### config.mk
export PLATFORM = sky130hd
export DESIGN_NAME = psum_accumulator_flat
export DESIGN_NICKNAME = d
export VERILOG_FILES = /design/src/rtl/dataformat.sv /design/src/rtl/psum_accumulator_if.sv /design/src/rtl/psum_out_fifo.sv /design/src/rtl/psum_accumulator.sv /design/src/flat_wrapper.sv
export SDC_FILE = /design/constraint.sdc
export NUM_CORES = 1
export LEC_CHECK = 0
export ABC_AREA = 1
export CAP_MARGIN = 20
export CORE_ASPECT_RATIO = 1.5
export CORE_MARGIN = 8
export CORE_UTILIZATION = 32
export DETAILED_ROUTE_END_ITERATION = 8
export SYNTH_ARGS = -nofsm -noshare
export SYNTH_HDL_FRONTEND = slang
export SYNTH_HIERARCHICAL = 1
export SYNTH_SLANG_ARGS = --single-unit
### constraint.sdc
create_clock -name clk -period 3.9 [get_ports clk]
set_input_delay 0.78 -clock clk [delete_from_list [all_inputs] [get_ports clk]]
set_output_delay 0.78 -clock clk [all_outputs]
set_load 0.02 [all_outputs]
### src/rtl/dataformat.sv
// Packet field layout, type codes and the partial-sum node's FSM states,
// shared by the NoC nodes.
package dataformat;

    localparam int unsigned TYPE_MSB = 19;
    localparam int unsigned TYPE_LSB = 18;
    localparam int unsigned ADDR_MSB = 17;
    localparam int unsigned ADDR_LSB = 13;
    localparam int unsigned DEST_MSB = 12;
    localparam int unsigned DEST_LSB = 8;
    localparam int unsigned DATA_MSB = 7;
    localparam int unsigned DATA_LSB = 0;

    localparam logic [1:0] PKT_IFMAP = 2'b01;
    localparam logic [1:0] PKT_PSUM  = 2'b10;
    localparam logic [1:0] PKT_OFMAP = 2'b11;

    typedef enum logic [1:0] {
        ACCUM,
        DRAIN,
        DONE
    } psum_state_t;

endpackage

### src/rtl/psum_accumulator_if.sv
// Router-side packet streams of the partial-sum accumulator, plus its status pulses.
interface psum_accumulator_if #(
    parameter int unsigned DATA_WIDTH = 20
) ();
    logic [DATA_WIDTH-1:0] in_data;
    logic                  in_valid;
    logic                  in_ready;
    logic [DATA_WIDTH-1:0] out_data;
    logic                  out_valid;
    logic                  out_ready;
    logic                  frame_done;
    logic                  pkt_err;

    modport master (
        output in_data,
        output in_valid,
        output out_ready,
        input  in_ready,
        input  out_data,
        input  out_valid,
        input  frame_done,
        input  pkt_err
    );

    modport slave (
        input  in_data,
        input  in_valid,
        input  out_ready,
        output in_ready,
        output out_data,
        output out_valid,
        output frame_done,
        output pkt_err
    );
endinterface

### src/rtl/psum_out_fifo.sv
// Synchronous result FIFO; a push is taken when not full, or when full with a
// simultaneous pop.
module psum_out_fifo #(
    parameter int unsigned DATA_WIDTH = 20,
    parameter int unsigned FIFO_DEPTH = 4,
    localparam int unsigned PTR_WIDTH = (FIFO_DEPTH > 1) ? $clog2(FIFO_DEPTH) : 1,
    localparam int unsigned CNT_WIDTH = $clog2(FIFO_DEPTH + 1)
) (
    input  logic                  clk,
    input  logic                  rst_n,
    input  logic                  push,
    input  logic [DATA_WIDTH-1:0] push_data,
    input  logic                  pop,
    output logic [DATA_WIDTH-1:0] pop_data,
    output logic [CNT_WIDTH-1:0]  count,
    output logic                  full,
    output logic                  empty
);
    logic [DATA_WIDTH-1:0] mem_q [FIFO_DEPTH];
    logic [PTR_WIDTH-1:0]  wr_ptr_q;
    logic [PTR_WIDTH-1:0]  rd_ptr_q;
    logic [CNT_WIDTH-1:0]  count_q;
    logic                  wr_en;
    logic                  rd_en;

    function automatic logic [PTR_WIDTH-1:0] ptr_inc(input logic [PTR_WIDTH-1:0] p);
        return (p == PTR_WIDTH'(FIFO_DEPTH - 1)) ? '0 : p + PTR_WIDTH'(1);
    endfunction

    assign empty = (count_q == '0);
    assign full  = (count_q == CNT_WIDTH'(FIFO_DEPTH));
    assign wr_en = push && (!full || pop);
    assign rd_en = pop && !empty;

    always_ff @(posedge clk or negedge rst_n) begin
        if (!rst_n) begin
            for (int i = 0; i < FIFO_DEPTH; i++) begin
                mem_q[i] <= '0;
            end
            wr_ptr_q <= '0;
            rd_ptr_q <= '0;
            count_q  <= '0;
        end else begin
            if (wr_en) begin
                mem_q[wr_ptr_q] <= push_data;
                wr_ptr_q        <= ptr_inc(wr_ptr_q);
            end
            if (rd_en) begin
                rd_ptr_q <= ptr_inc(rd_ptr_q);
            end
            if (wr_en && !rd_en) begin
                count_q <= count_q + CNT_WIDTH'(1);
            end else if (rd_en && !wr_en) begin
                count_q <= count_q - CNT_WIDTH'(1);
            end
        end
    end

    assign pop_data = mem_q[rd_ptr_q];
    assign count    = count_q;
endmodule

### src/rtl/psum_accumulator.sv
// Partial-sum reduction node: adds FILTER_WIDTH psums per ofmap address and
// emits one result packet per address, then pulses frame_done once drained.
module psum_accumulator
    import dataformat::*;
#(
    parameter int unsigned           DATA_WIDTH       = 20,
    parameter int unsigned           VALID_DATA_WIDTH = 8,
    parameter int unsigned           ADDR_WIDTH       = 5,
    parameter int unsigned           FILTER_WIDTH     = 3,
    parameter int unsigned           OFMAP_SIZE       = 9,
    parameter logic [ADDR_WIDTH-1:0] SUM_INDEX        = '0,
    parameter logic [ADDR_WIDTH-1:0] MEM_INDEX        = '0,
    parameter int unsigned           FIFO_DEPTH       = 4
) (
    input logic               clk,
    input logic               rst_n,
    psum_accumulator_if.slave bus
);
    localparam int unsigned CNT_WIDTH  = $clog2(FILTER_WIDTH + 1);
    localparam int unsigned FCNT_WIDTH = $clog2(FIFO_DEPTH + 1);

    psum_state_t state_q, state_d;

    logic [VALID_DATA_WIDTH-1:0] sum_q [OFMAP_SIZE];
    logic [VALID_DATA_WIDTH-1:0] sum_d [OFMAP_SIZE];
    logic [CNT_WIDTH-1:0]        cnt_q [OFMAP_SIZE];
    logic [CNT_WIDTH-1:0]        cnt_d [OFMAP_SIZE];
    logic [OFMAP_SIZE-1:0]       done_q, done_d;

    logic [1:0]                  pkt_type;
    logic [ADDR_WIDTH-1:0]       pkt_addr;
    logic [ADDR_WIDTH-1:0]       pkt_dest;
    logic [VALID_DATA_WIDTH-1:0] pkt_data;

    logic [VALID_DATA_WIDTH-1:0] cur_sum, new_sum;
    logic [CNT_WIDTH-1:0]        cur_cnt, new_cnt;
    logic                        cur_done, addr_hit;
    logic                        in_ready, ready_en_q;
    logic                        accept, pkt_ok, upd, completes;
    logic                        pkt_err_q;

    logic                        push, pop;
    logic [DATA_WIDTH-1:0]       push_data, fifo_data;
    logic [FCNT_WIDTH-1:0]       fifo_count;
    logic                        fifo_full, fifo_empty;

    assign pkt_type = bus.in_data[TYPE_MSB:TYPE_LSB];
    assign pkt_addr = bus.in_data[ADDR_MSB:ADDR_LSB];
    assign pkt_dest = bus.in_data[DEST_MSB:DEST_LSB];
    assign pkt_data = bus.in_data[DATA_MSB:DATA_LSB];

    // Address decode doubles as the addr < OFMAP_SIZE range check.
    always_comb begin
        cur_sum  = '0;
        cur_cnt  = '0;
        cur_done = 1'b0;
        addr_hit = 1'b0;
        for (int i = 0; i < OFMAP_SIZE; i++) begin
            if (pkt_addr == ADDR_WIDTH'(i)) begin
                addr_hit = 1'b1;
                cur_sum  = sum_q[i];
                cur_cnt  = cnt_q[i];
                cur_done = done_q[i];
            end
        end
    end

    assign in_ready  = ready_en_q && (state_q == ACCUM) && !fifo_full;
    assign accept    = bus.in_valid && in_ready;
    assign pkt_ok    = (pkt_type == PKT_PSUM) && addr_hit && (pkt_dest == SUM_INDEX) && !cur_done;
    assign upd       = accept && pkt_ok;
    assign new_sum   = cur_sum + pkt_data;
    assign new_cnt   = cur_cnt + CNT_WIDTH'(1);
    assign completes = (new_cnt == CNT_WIDTH'(FILTER_WIDTH));
    assign push      = upd && completes;
    assign push_data = {PKT_OFMAP, pkt_addr, MEM_INDEX, new_sum};
    assign pop       = bus.out_ready && !fifo_empty;

    always_comb begin
        sum_d  = sum_q;
        cnt_d  = cnt_q;
        done_d = done_q;
        for (int i = 0; i < OFMAP_SIZE; i++) begin
            if (upd && (pkt_addr == ADDR_WIDTH'(i))) begin
                if (completes) begin
                    sum_d[i]  = '0;
                    cnt_d[i]  = '0;
                    done_d[i] = 1'b1;
                end else begin
                    sum_d[i] = new_sum;
                    cnt_d[i] = new_cnt;
                end
            end
        end
        if (state_q == DONE) begin
            done_d = '0;
        end
    end

    // Leave DRAIN as soon as the last result leaves, so frame_done follows the final pop.
    always_comb begin
        state_d = state_q;
        unique case (state_q)
            ACCUM: if (push && (&done_d)) state_d = DRAIN;
            DRAIN: if (fifo_empty || (pop && fifo_count == FCNT_WIDTH'(1))) state_d = DONE;
            DONE:  state_d = ACCUM;
            default: state_d = ACCUM;
        endcase
    end

    always_ff @(posedge clk or negedge rst_n) begin
        if (!rst_n) begin
            state_q    <= ACCUM;
            ready_en_q <= 1'b0;
            pkt_err_q  <= 1'b0;
            done_q     <= '0;
            for (int i = 0; i < OFMAP_SIZE; i++) begin
                sum_q[i] <= '0;
                cnt_q[i] <= '0;
            end
        end else begin
            state_q    <= state_d;
            ready_en_q <= 1'b1;
            pkt_err_q  <= accept && !pkt_ok;
            done_q     <= done_d;
            sum_q      <= sum_d;
            cnt_q      <= cnt_d;
        end
    end

    psum_out_fifo #(
        .DATA_WIDTH (DATA_WIDTH),
        .FIFO_DEPTH (FIFO_DEPTH)
    ) u_out_fifo (
        .clk       (clk),
        .rst_n     (rst_n),
        .push      (push),
        .push_data (push_data),
        .pop       (pop),
        .pop_data  (fifo_data),
        .count     (fifo_count),
        .full      (fifo_full),
        .empty     (fifo_empty)
    );

    assign bus.in_ready   = in_ready;
    assign bus.out_valid  = !fifo_empty;
    assign bus.out_data   = fifo_data;
    assign bus.frame_done = (state_q == DONE);
    assign bus.pkt_err    = pkt_err_q;
endmodule

### src/flat_wrapper.sv
// flat-port wrapper written by rule: the top's interface ports become plain ports
module psum_accumulator_flat import dataformat::*;
#(
    parameter int unsigned           DATA_WIDTH       = 20,
    parameter int unsigned           VALID_DATA_WIDTH = 8,
    parameter int unsigned           ADDR_WIDTH       = 5,
    parameter int unsigned           FILTER_WIDTH     = 3,
    parameter int unsigned           OFMAP_SIZE       = 9,
    parameter logic [ADDR_WIDTH-1:0] SUM_INDEX        = '0,
    parameter logic [ADDR_WIDTH-1:0] MEM_INDEX        = '0,
    parameter int unsigned           FIFO_DEPTH       = 4
)
  (clk, rst_n, bus_in_data, bus_in_valid, bus_out_ready, bus_in_ready, bus_out_data, bus_out_valid, bus_frame_done, bus_pkt_err);
  psum_accumulator_if #(.DATA_WIDTH(DATA_WIDTH)) bus_i ();
  input logic clk;
  input logic rst_n;
  input wire logic [$bits(bus_i.in_data)-1:0] bus_in_data;
  input wire logic [$bits(bus_i.in_valid)-1:0] bus_in_valid;
  input wire logic [$bits(bus_i.out_ready)-1:0] bus_out_ready;
  output wire logic [$bits(bus_i.in_ready)-1:0] bus_in_ready;
  output wire logic [$bits(bus_i.out_data)-1:0] bus_out_data;
  output wire logic [$bits(bus_i.out_valid)-1:0] bus_out_valid;
  output wire logic [$bits(bus_i.frame_done)-1:0] bus_frame_done;
  output wire logic [$bits(bus_i.pkt_err)-1:0] bus_pkt_err;
  assign bus_i.in_data = bus_in_data;
  assign bus_i.in_valid = bus_in_valid;
  assign bus_i.out_ready = bus_out_ready;
  assign bus_in_ready = bus_i.in_ready;
  assign bus_out_data = bus_i.out_data;
  assign bus_out_valid = bus_i.out_valid;
  assign bus_frame_done = bus_i.frame_done;
  assign bus_pkt_err = bus_i.pkt_err;
  psum_accumulator #(.DATA_WIDTH(DATA_WIDTH), .VALID_DATA_WIDTH(VALID_DATA_WIDTH), .ADDR_WIDTH(ADDR_WIDTH), .FILTER_WIDTH(FILTER_WIDTH), .OFMAP_SIZE(OFMAP_SIZE), .SUM_INDEX(SUM_INDEX), .MEM_INDEX(MEM_INDEX), .FIFO_DEPTH(FIFO_DEPTH)) u_core (.clk(clk), .rst_n(rst_n), .bus(bus_i));
endmodule
==> impl_metrics.ini, run 1 <==
[setup_path]
cp_max_fo = 9
r2r_slack_ns = 0.77
required_ns = 4.24
path_class = input port to flop
critPathCaptureType = flop
crit_arrival_ns = 3.95
critPathLaunchType = input port

[yosys]
synth_top_area_frac = 0.5005
yosys_warnings = 6
netlist_instances = 1160
synth_edf_count = 0
synthFlopType = dfrtp_1
syn_area_um2 = 9500
synthTopCellsByArea = dfrtp_1 (50%), nand2_1 (15%), nand4_1 (5.9%)
ys_ff_latch = 190
syn_area_per_cell_um2 = 8.190
synth-seq-area-share = 0.5005
synth_top_cell_by_area = dfrtp_1
synth_cell_types = 42
synth.most_common_cell = nand2_1
async_flop_share = 1.000
synth_common_cells = nand2_1 (380), dfrtp_1 (190), nand4_1 (89), o21ai_1 (72), nor2_1 (66)

[clock_network]
cts_tree = done
htree_levels = 4
clk_latency_ns = 0.45
cts_sinks = 190
root_buffer = clkbuf_16
clk_pin_slew_ns = 0.06
clk_path_buf_depth = 2
cts_buffers = 17

[die]
start_util = 0.3233
coreArea_um2 = 29380
dieArea_um2 = 35570
rows = 77
die_x_um = 156.7
die_h_um = 227.0
io_pins = 48

[pwr]
p_switching_w = 0.001806
p_leak_nw = 5.996
swShare = 0.3212
ir_drop_uv = 215.7
power_w = 0.005623
clkPwrFrac = 0.341
p_per_area_nw_per_um2 = 473.9
combPwrFrac = 0.288
power.internal_w = 0.003817
pwr-share-seq = 0.371

[drt]
dr.pass1.iters = 6
ant_nets = 0
drc_errors = 0
vias = 8309
drt-total-wl_mm = 27.14
routedWlPerCell_um = 15.87
via_per_inst = 4.859
drt_iter0_markers = 538

[placed_design]
hpwl_mm = 18.94
pre_cts_slack_ns = -0.6537
place_congestion = 0.8209
io_buffers = 47

[global_routing]
track_usage = 0.1580
grt_pass1_wl_mm = 43.90
grt_pass1_vias = 8402
grt_max_degree = 86
grt.overflow.total = 0
antenna_found_initial = 0

[final_layout]
drive_above_1_share = 0.1551
nets = 1343
area_growth_pct = 24.90
antenna_cells = 0

[timing]
rsz0062_at_grt = no
setup_viol_count_final = 0
setup_ws_ns = 0.2933
fin_crit_ns = 3.607
clock.fmax_mhz = 277.3
tightest_slew_ns = 0.7160
hold_viol_final = 0
maxSlewHeadroom = 0.5221
slew_violations = 0
skew_ns = 0.009834
period_share = 0.9248

[run_status]
outcome = completed

[hold_path]
worstHoldPathType = input port to asynchronous set/reset pin

[job]
maxCapViolCount = 0
-- area by class of cell --
class                   count  area (um2)
fillers                  3003       17520
flip-flops and latches    190        4755
multi-input cells         854        4242
repair buffers            163        1438
well taps                 395       494.2
clock buffers              20       456.7
inverters                  78       295.3
clock inverters            10       186.4
-- kinds of logic (layout without fill, tap and decap cells) --
group | count (synthesis) | after routing | share of synthesized area
fa+ha+maj | 15 | 15 | 0.02134
compound gates | 201 | 201 | 0.1116
flops | 190 | 190 | 0.5005
xor+xnor | 8 | 8 | 0.008166
other cells | 2 | 29 | 0.0007905
buf+inv | 143 | 271 | 0.07204
simple gates | 601 | 601 | 0.2857
-- metal layers --
metal / GRT usage / vias to the layer above / routed length (um)
met5: 0 / - / 0
met4: 0.07558 / 0 / 815
met3: 0.02185 / 48 / 838
met2: 0.2963 / 141 / 14860
met1: 0.1711 / 3999 / 10630
li1: - / 4121 / -
-- power by group through the flow --
| stage | clock, W | sequential (W) | combinational [W] |
|---|---|---|---|
| floorplan | 0 | 0.00211 | 0.000943 |
| global placement | 0 | 0.00212 | 0.00161 |
| detailed placement | 0 | 0.00212 | 0.00162 |
| CTS | 0.00196 | 0.00209 | 0.00163 |
| global route | 0.00203 | 0.00209 | 0.00177 |
| finish | 0.00192 | 0.00209 | 0.00162 |
-- path summary, 6_finish.rpt --
kind / start / endpoint / cells past startpoint
min in group clk: u_core/u_out_fifo/mem_q[26] / u_core/u_out_fifo/mem_q[26] / 2
worst min register to register: u_core/u_out_fifo/mem_q[26] / u_core/u_out_fifo/mem_q[26] / 2
max in group asynchronous: rst_n / u_core/sum_q[45] / 2
worst max register to register: u_core/sum_q[58] / u_core/sum_q[23] / 24
worst max-delay path: bus_in_data[14] / u_core/sum_q[23] / 24
worst min-delay path: rst_n / u_core/u_out_fifo/mem_q[28] / 1
-- worst max-delay path, cell delays in order --
cell and delay, ns:
dlymetal6s2s_1 0.17, buf_4 0.15, nand2_1 0.12, nor2_4 0.06, buf_4 0.18, a221oi_2 0.30
buf_4 0.16, nand2_1 0.05, o21ai_0 0.10, nand4_1 0.15, o21ai_0 0.12, inv_1 0.07
ha_1 0.32, a21oi_2 0.18, nor2_1 0.05, o21ai_1 0.16, nand2_1 0.09, nand2_2 0.06
nand2_2 0.06, xor2_2 0.19, buf_4 0.16, clkbuf_16 0.15, nand3_1 0.06, nand2_1 0.05
-- what timing repair did --
action                                  CTS  global route
cloned                                    0             1
endpoints found under the setup margin   37            65
buffers inserted                          0             2
resized for setup                         8            22
hold buffers                              0             0
pin swaps                                 3            10
-- sequential cells by signal, summed over array words and instances (netlist names) --
register	count
u_core/u_out_fifo/mem_q	80
u_core/u_out_fifo/wr_ptr_q	2
u_core/sum_q	72
u_core/bus.pkt_err	1
u_core/u_out_fifo/rd_ptr_q	2
u_core/ready_en_q	1
u_core/done_q	9
u_core/state_q	2
u_core/u_out_fifo/count	3
u_core/cnt_q	18
-- through the flow --
step                TNS [ns]  hold WS (ns)  instance area [um2]  utilization  cells
floorplan                  0        0.4366                 9602            -   1187
global placement      -33.48        0.4480                11100       0.3779   1678
detailed placement    -37.03        0.4529                11100       0.3779   1678
CTS                        0        0.4117                11770       0.4007   1708
global route               0        0.4297                11870       0.4038   1710
finish                     0        0.3904                11870       0.4038   1710
-- cells in the final DEF (no fill, tap or decap), drive strengths merged --
master,count
a21o,1
a21oi,35
a221oi,4
buf,115
bufinv,5
clkbuf,22
clkdlybuf4s50,41
clkinv,1
clkinvlp,3
conb,29
dfrtp,190
dlymetal6s2s,5
fa,2
ha,13
inv,79
nand2,380
nand3,37
nand3b,1
nand4,90
nor2,81
nor2b,1
nor3,2
nor4,3
nor4b,1
o2111ai,1
o211ai,3
o21ai,137
o22ai,20
or2,5
xnor2,4
xor2,4
(Power assumes the default switching activity.)
==> run 2: changes to the inputs <==
- CAP_MARGIN: 20 -> not set
- CORE_ASPECT_RATIO: 1.5 -> 1.4
==> run 2 against run 1 <==
Sequential power barely moved. Cell count fell by 1.3%. Count of clock-buffer cells in the layout fell by 1. Combinational power barely moved. Hold slack got worse by 0.0050 ns. Critical path depth fell by 2. Global-route usage fell by 0.12 points. Critical path type unchanged. Core utilization fell by 0.36 points. Highest routed layer unchanged. Power fell by 3.4%. Largest power group unchanged.
==> impl_metrics.ini, run 2 (synthesis gave the netlist of run 1 again) <==
[final_layout]
seq_area_um2 = 4755
final_common_cell = nand2_1
area_growth_pct = 22.88
final_cell_mix = nand2_1 (377), dfrtp_1 (190), buf_4 (102)
reg_top3 = u_core/u_out_fifo/mem_q: 80 flops, u_core/sum_q: 72 flops, u_core/cnt_q: 18 flops
regMostFlops = u_core/u_out_fifo/mem_q
drive_above_1_share = 0.1498
antenna_cells = 0
n_fill_cell = 3009
fin_util = 0.4003
multi_input_area_um2 = 4217
largest_reg_flops = 80
nets = 1334

[pwr]
p_switching_w = 0.001859
combPwrFrac = 0.296
power_w = 0.005434
p_per_area_nw_per_um2 = 465.5
pwr-share-seq = 0.384
p_leak_nw = 5.900
clkPwrFrac = 0.319
swShare = 0.3421
ir_drop_uv = 258.8
power.internal_w = 0.003575

[setup_path]
critPathMaxStageDelay_ns = 0.29
rr_startpoint = u_core/sum_q[66]
cpMostUsedCell = buf_4
path_cells = dlygate4sd2_1 > inv_2 > nor2_2 > inv_2 > buf_4 > nor2_4 > inv_2 > buf_4 > o21ai_0 > nand4_1 > o21ai_0 > inv_1 > ha_1 > buf_4 > a21oi_1 > o21ai_2 > a21o_1 > a21oi_1 > xnor2_1 > nand2_1 > buf_4 > o21ai_1
required_ns = 4.27
r2r_slack_ns = 0.82
critPathLaunchType = input port
cp_max_fo = 9
critPathCaptureType = flop
worst_path_max_delay_cell = dlygate4sd2_1
path_class = input port to flop
r2r_cells = 24
worstReg2RegEnd = u_core/sum_q[15]
crit_arrival_ns = 3.98

[clock_network]
cts_buffers = 17
cts_sinks = 190
htree_levels = 4
postCtsHoldBufs = 0
root_buffer = clkbuf_16
cts_tree = done
clk_pin_slew_ns = 0.07
clk_latency_ns = 0.45
clk_path_buf_depth = 2

[job]
maxCapViolCount = 0

[timing]
slew_violations = 0
tightest_slew_ns = 0.8615
skew_ns = 0.01117
period_share = 0.9250
rsz0062_at_grt = no
hold_viol_final = 0
maxSlewHeadroom = 0.4257
clock.fmax_mhz = 277.2
fin_crit_ns = 3.607
setup_viol_count_final = 0

[drt]
drt_iter0_markers = 545
drc_errors = 0
vias = 8264
routedWlPerCell_um = 15.93
ant_nets = 0
via_per_inst = 4.896
drt-total-wl_mm = 26.90
dr.pass1.iters = 5

[placed_design]
hpwl_mm = 18.92
io_buffers = 47
place_congestion = 0.7979

[die]
coreArea_um2 = 29170
rows = 74
die_h_um = 219.9
start_util = 0.3257
io_pins = 48
die_x_um = 161.6
dieArea_um2 = 35540

[global_routing]
grt.overflow.total = 0
grt_pass1_wl_mm = 44.16
grt_pass1_vias = 8345
track_usage = 0.1567
grt_max_degree = 95
antenna_found_initial = 0

[run_status]
outcome = completed

[hold_path]
worstHoldPathType = input port to asynchronous set/reset pin
-- run 2: worst max-delay path by stage --
stage | start | to | cells after the start
after floorplan | bus_in_data[17] | u_core/u_out_fifo/mem_q[27] | 25
after global routing | bus_in_data[13] | u_core/u_out_fifo/mem_q[47] | 26
after CTS | bus_in_data[16] | u_core/sum_q[14] | 23
after detailed placement | bus_in_data[16] | u_core/sum_q[39] | 28
final | bus_in_data[13] | u_core/sum_q[14] | 22
after global placement | bus_in_data[17] | u_core/sum_q[39] | 28
-- run 2: layout make-up --
class / count / share of cell area
clock buffers: 19 / 0.03880
inverters: 78 / 0.02529
multi-input cells: 854 / 0.3612
well taps: 380 / 0.04073
flip-flops and latches: 190 / 0.4073
repair buffers: 154 / 0.1155
clock inverters: 13 / 0.01115
-- run 2: repair_timing --
action,4_1_cts,5_1_grt
pin swaps,2,10
gates resized for setup,9,15
setup buffers,0,1
endpoints found under the setup margin,35,65
-- run 2: per-layer routing --
metal / wire (um) / global-route usage / up-vias
met4: 882 / 0.07271 / 0
li1: - / - / 4099
met2: 14470 / 0.2890 / 163
met1: 10710 / 0.1754 / 3956
met3: 834 / 0.02222 / 46
met5: 0 / 0 / -
-- run 2: critical path: cells and delay by family --
family / cells / cell delay (ns)
AOI/OAI and AO/OA: 7 / 1.02
xor gates and xnor gates: 1 / 0.17
adders and majority gates: 1 / 0.29
buffers and inverters: 9 / 1.14
and+or+nand+nor: 4 / 0.56
-- run 2: power groups by stage --
stage,Combinational (W),Clock (W),Sequential (W)
floorplan,0.000943,0,0.00211
finish,0.00161,0.00174,0.00209
detailed placement,0.00163,0,0.00213
global route,0.00176,0.00186,0.00210
CTS,0.00163,0.00178,0.00209
global placement,0.00163,0,0.00213
-- run 2: stage by stage --
stage,worst slack (ns),cells,area [um2],setup TNS (ns),hold slack [ns]
2_1_floorplan,0.09362,1187,9602,0,0.4366
3_3_place_gp,-0.6061,1655,11030,-27.51,0.4483
3_5_place_dp,-0.6413,1655,11030,-31.16,0.4532
4_1_cts,0.01394,1687,11630,0,0.4355
5_1_grt,0.02276,1688,11670,0,0.4404
6_report,0.2927,1688,11670,0,0.3855
==> run 3: changes to the inputs <==
- CORE_UTILIZATION: 32 -> 55
- PLACE_DENSITY: not set -> 0.74
==> run 3 against run 2 <==
Die area is 39% lower. Setup slack worse by 0.14 ns. Clock power down 6%. Sequential share of layout area is 0.51 points higher. Cell count is 9.9% lower. Critical path depth up 2. First-iteration DRC count is 55% higher. Power shrank 2.2%. Via count grew 3.9%. Largest power group unchanged. Flip-flop and latch count did not move.
==> impl_metrics.ini, run 3 (synthesis gave the netlist of run 1 again) <==
[timing]
period_share = 0.9607
fin_crit_ns = 3.747
skew_ns = 0.008697
tns_ns = 0
whs_ns = 0.4402
slew_violations = 0
tightest_slew_ns = 0.9235
clock.fmax_mhz = 266.9
hold_viol_final = 0
setup_viol_count_final = 0
maxSlewHeadroom = 0.3844
setup_ws_ns = 0.1533

[placed_design]
hpwl_mm = 17.78
pre_cts_slack_ns = -0.6841
place_congestion = 0.8627
io_buffers = 47
dpl_cell_area_um2 = 10840

[setup_path]
cp_max_fo = 9
rr_startpoint = u_core/sum_q[58]
r2r_slack_ns = 0.78
critPathLaunchType = input port
path_class = input port to flop
required_ns = 4.25
worstReg2RegEnd = u_core/u_out_fifo/mem_q[7]
critPathCaptureType = flop
r2r_cells = 23
startpoint = bus_in_data[16]
crit_arrival_ns = 4.10
crit_end = u_core/sum_q[30]

[clock_network]
postCtsHoldBufs = 0
clk_path_buf_depth = 2
cts_buffers = 17
htree_levels = 4
clk_pin_slew_ns = 0.07
cts_sinks = 190
root_buffer = clkbuf_16
clk_latency_ns = 0.43
cts_tree = done

[final_layout]
reg_top3 = u_core/u_out_fifo/mem_q: 80 flops, u_core/sum_q: 72 flops, u_core/cnt_q: 18 flops
area_growth_pct = 21.36
antenna_cells = 0
final_common_cell = nand2_1
seq_area_um2 = 4755
nets = 1341
drive_above_1_share = 0.1529
regMostFlops = u_core/u_out_fifo/mem_q
final_cell_area_um2 = 11530
multi_input_area_um2 = 4260
final_cell_mix = nand2_1 (377), dfrtp_1 (190), buf_4 (107)
n_fill_cell = 1403
largest_reg_flops = 80

[drt]
ant_nets = 0
via_per_inst = 5.644
dr.pass1.iters = 5
drt-total-wl_mm = 26.17
routedWlPerCell_um = 17.21
drt_iter0_markers = 844
drc_errors = 0
vias = 8585

[run_status]
outcome = completed

[die]
dieArea_um2 = 21790
die_h_um = 171.5
die_x_um = 127.1
coreArea_um2 = 17120
rows = 57
start_util = 0.5550
io_pins = 48

[pwr]
p_leak_nw = 5.893
p_per_area_nw_per_um2 = 461.1
ir_drop_uv = 300.6

[global_routing]
grt.overflow.total = 0
antenna_found_initial = 0
grt_pass1_wl_mm = 42.79
grt_pass1_vias = 8557
grt_max_degree = 114
track_usage = 0.2495

[hold_path]
worstHoldPathType = input port to asynchronous set/reset pin

[job]
maxCapViolCount = 0
-- run 3: cell count changes in the layout (fill, tap and decap cells not counted), sizes merged --
| cell | change |
|---|---|
| clkbuf | +5 |
| dlygate4sd2 | +4 |
| inv | -4 |
| buf | +6 |
| dlymetal6s2s | -4 |
| clkinvlp | +1 |
| clkinv | -1 |
-- run 3: layer usage --
layer,vias to the layer above,share of wire,track usage
met1,4165,0.38,0.2752
met2,235,0.54,0.4592
met5,-,0,0
met4,0,0.038,0.1271
met3,64,0.035,0.03506
li1,4121,-,-
-- run 3: critical path, stage by stage --
cell           delay (ns)
dlygate4sd2_1        0.25
inv_1                0.08
nand2_2              0.07
nor2_4               0.14
inv_4                0.07
nor2_2               0.15
buf_4                0.17
a221oi_1             0.08
o211ai_1             0.20
o21ai_1              0.13
nand3_1              0.08
o21ai_0              0.07
inv_1                0.06
ha_1                 0.16
inv_1                0.06
fa_1                 0.40
o21ai_0              0.17
buf_4                0.14
a21o_1               0.11
a21oi_1              0.07
xnor2_1              0.19
nand2_1              0.10
buf_4                0.19
o21ai_1              0.15
-- run 3: timing repair --
action,in CTS,in global routing
endpoints found under the setup margin,26,39
gates cloned,1,0
buffers inserted,4,1
gates resized for setup,21,8
pin swaps,10,7
-- run 3: final cells by class --
class / instances / share of cell area
Clock buffer: 23 / 0.03972
Inverter: 78 / 0.02561
Tap cell: 206 / 0.02235
Sequential cell: 190 / 0.4124
Timing Repair Buffer: 161 / 0.1228
Clock inverter: 9 / 0.007596
Multi-Input combinational cell: 854 / 0.3695
-- run 3: worst min-delay path by stage --
stage / from / endpoint / slack [ns]
after floorplan: u_core/u_out_fifo/mem_q[20] / u_core/u_out_fifo/mem_q[20] / 0.44
after global placement: u_core/u_out_fifo/mem_q[53] / u_core/u_out_fifo/mem_q[53] / 0.45
after detailed placement: u_core/u_out_fifo/mem_q[20] / u_core/u_out_fifo/mem_q[20] / 0.45
after CTS: u_core/u_out_fifo/mem_q[47] / u_core/u_out_fifo/mem_q[47] / 0.47
after global routing: u_core/u_out_fifo/mem_q[35] / u_core/u_out_fifo/mem_q[35] / 0.48
final: rst_n / u_core/u_out_fifo/mem_q[8] / 0.44
-- run 3: stage by stage --
| stage | power, W | cells | util |
|---|---|---|---|
| 6_report | 0.005317 | 1521 | 0.6736 |
| 5_1_grt | 0.005561 | 1521 | 0.6736 |
| 4_1_cts | 0.005357 | 1520 | 0.6717 |
| 3_5_place_dp | 0.003708 | 1483 | 0.6330 |
| 3_3_place_gp | 0.003690 | 1483 | 0.6330 |
| 2_1_floorplan | 0.003054 | 1187 | - |
-- run 3: power breakdown --
part	leakage (nW)	internal, W	switching, W
sequential	2.60	0.00203	0.0000519
combinational	3.04	0.000622	0.000975
clock	0.254	0.000898	0.000739
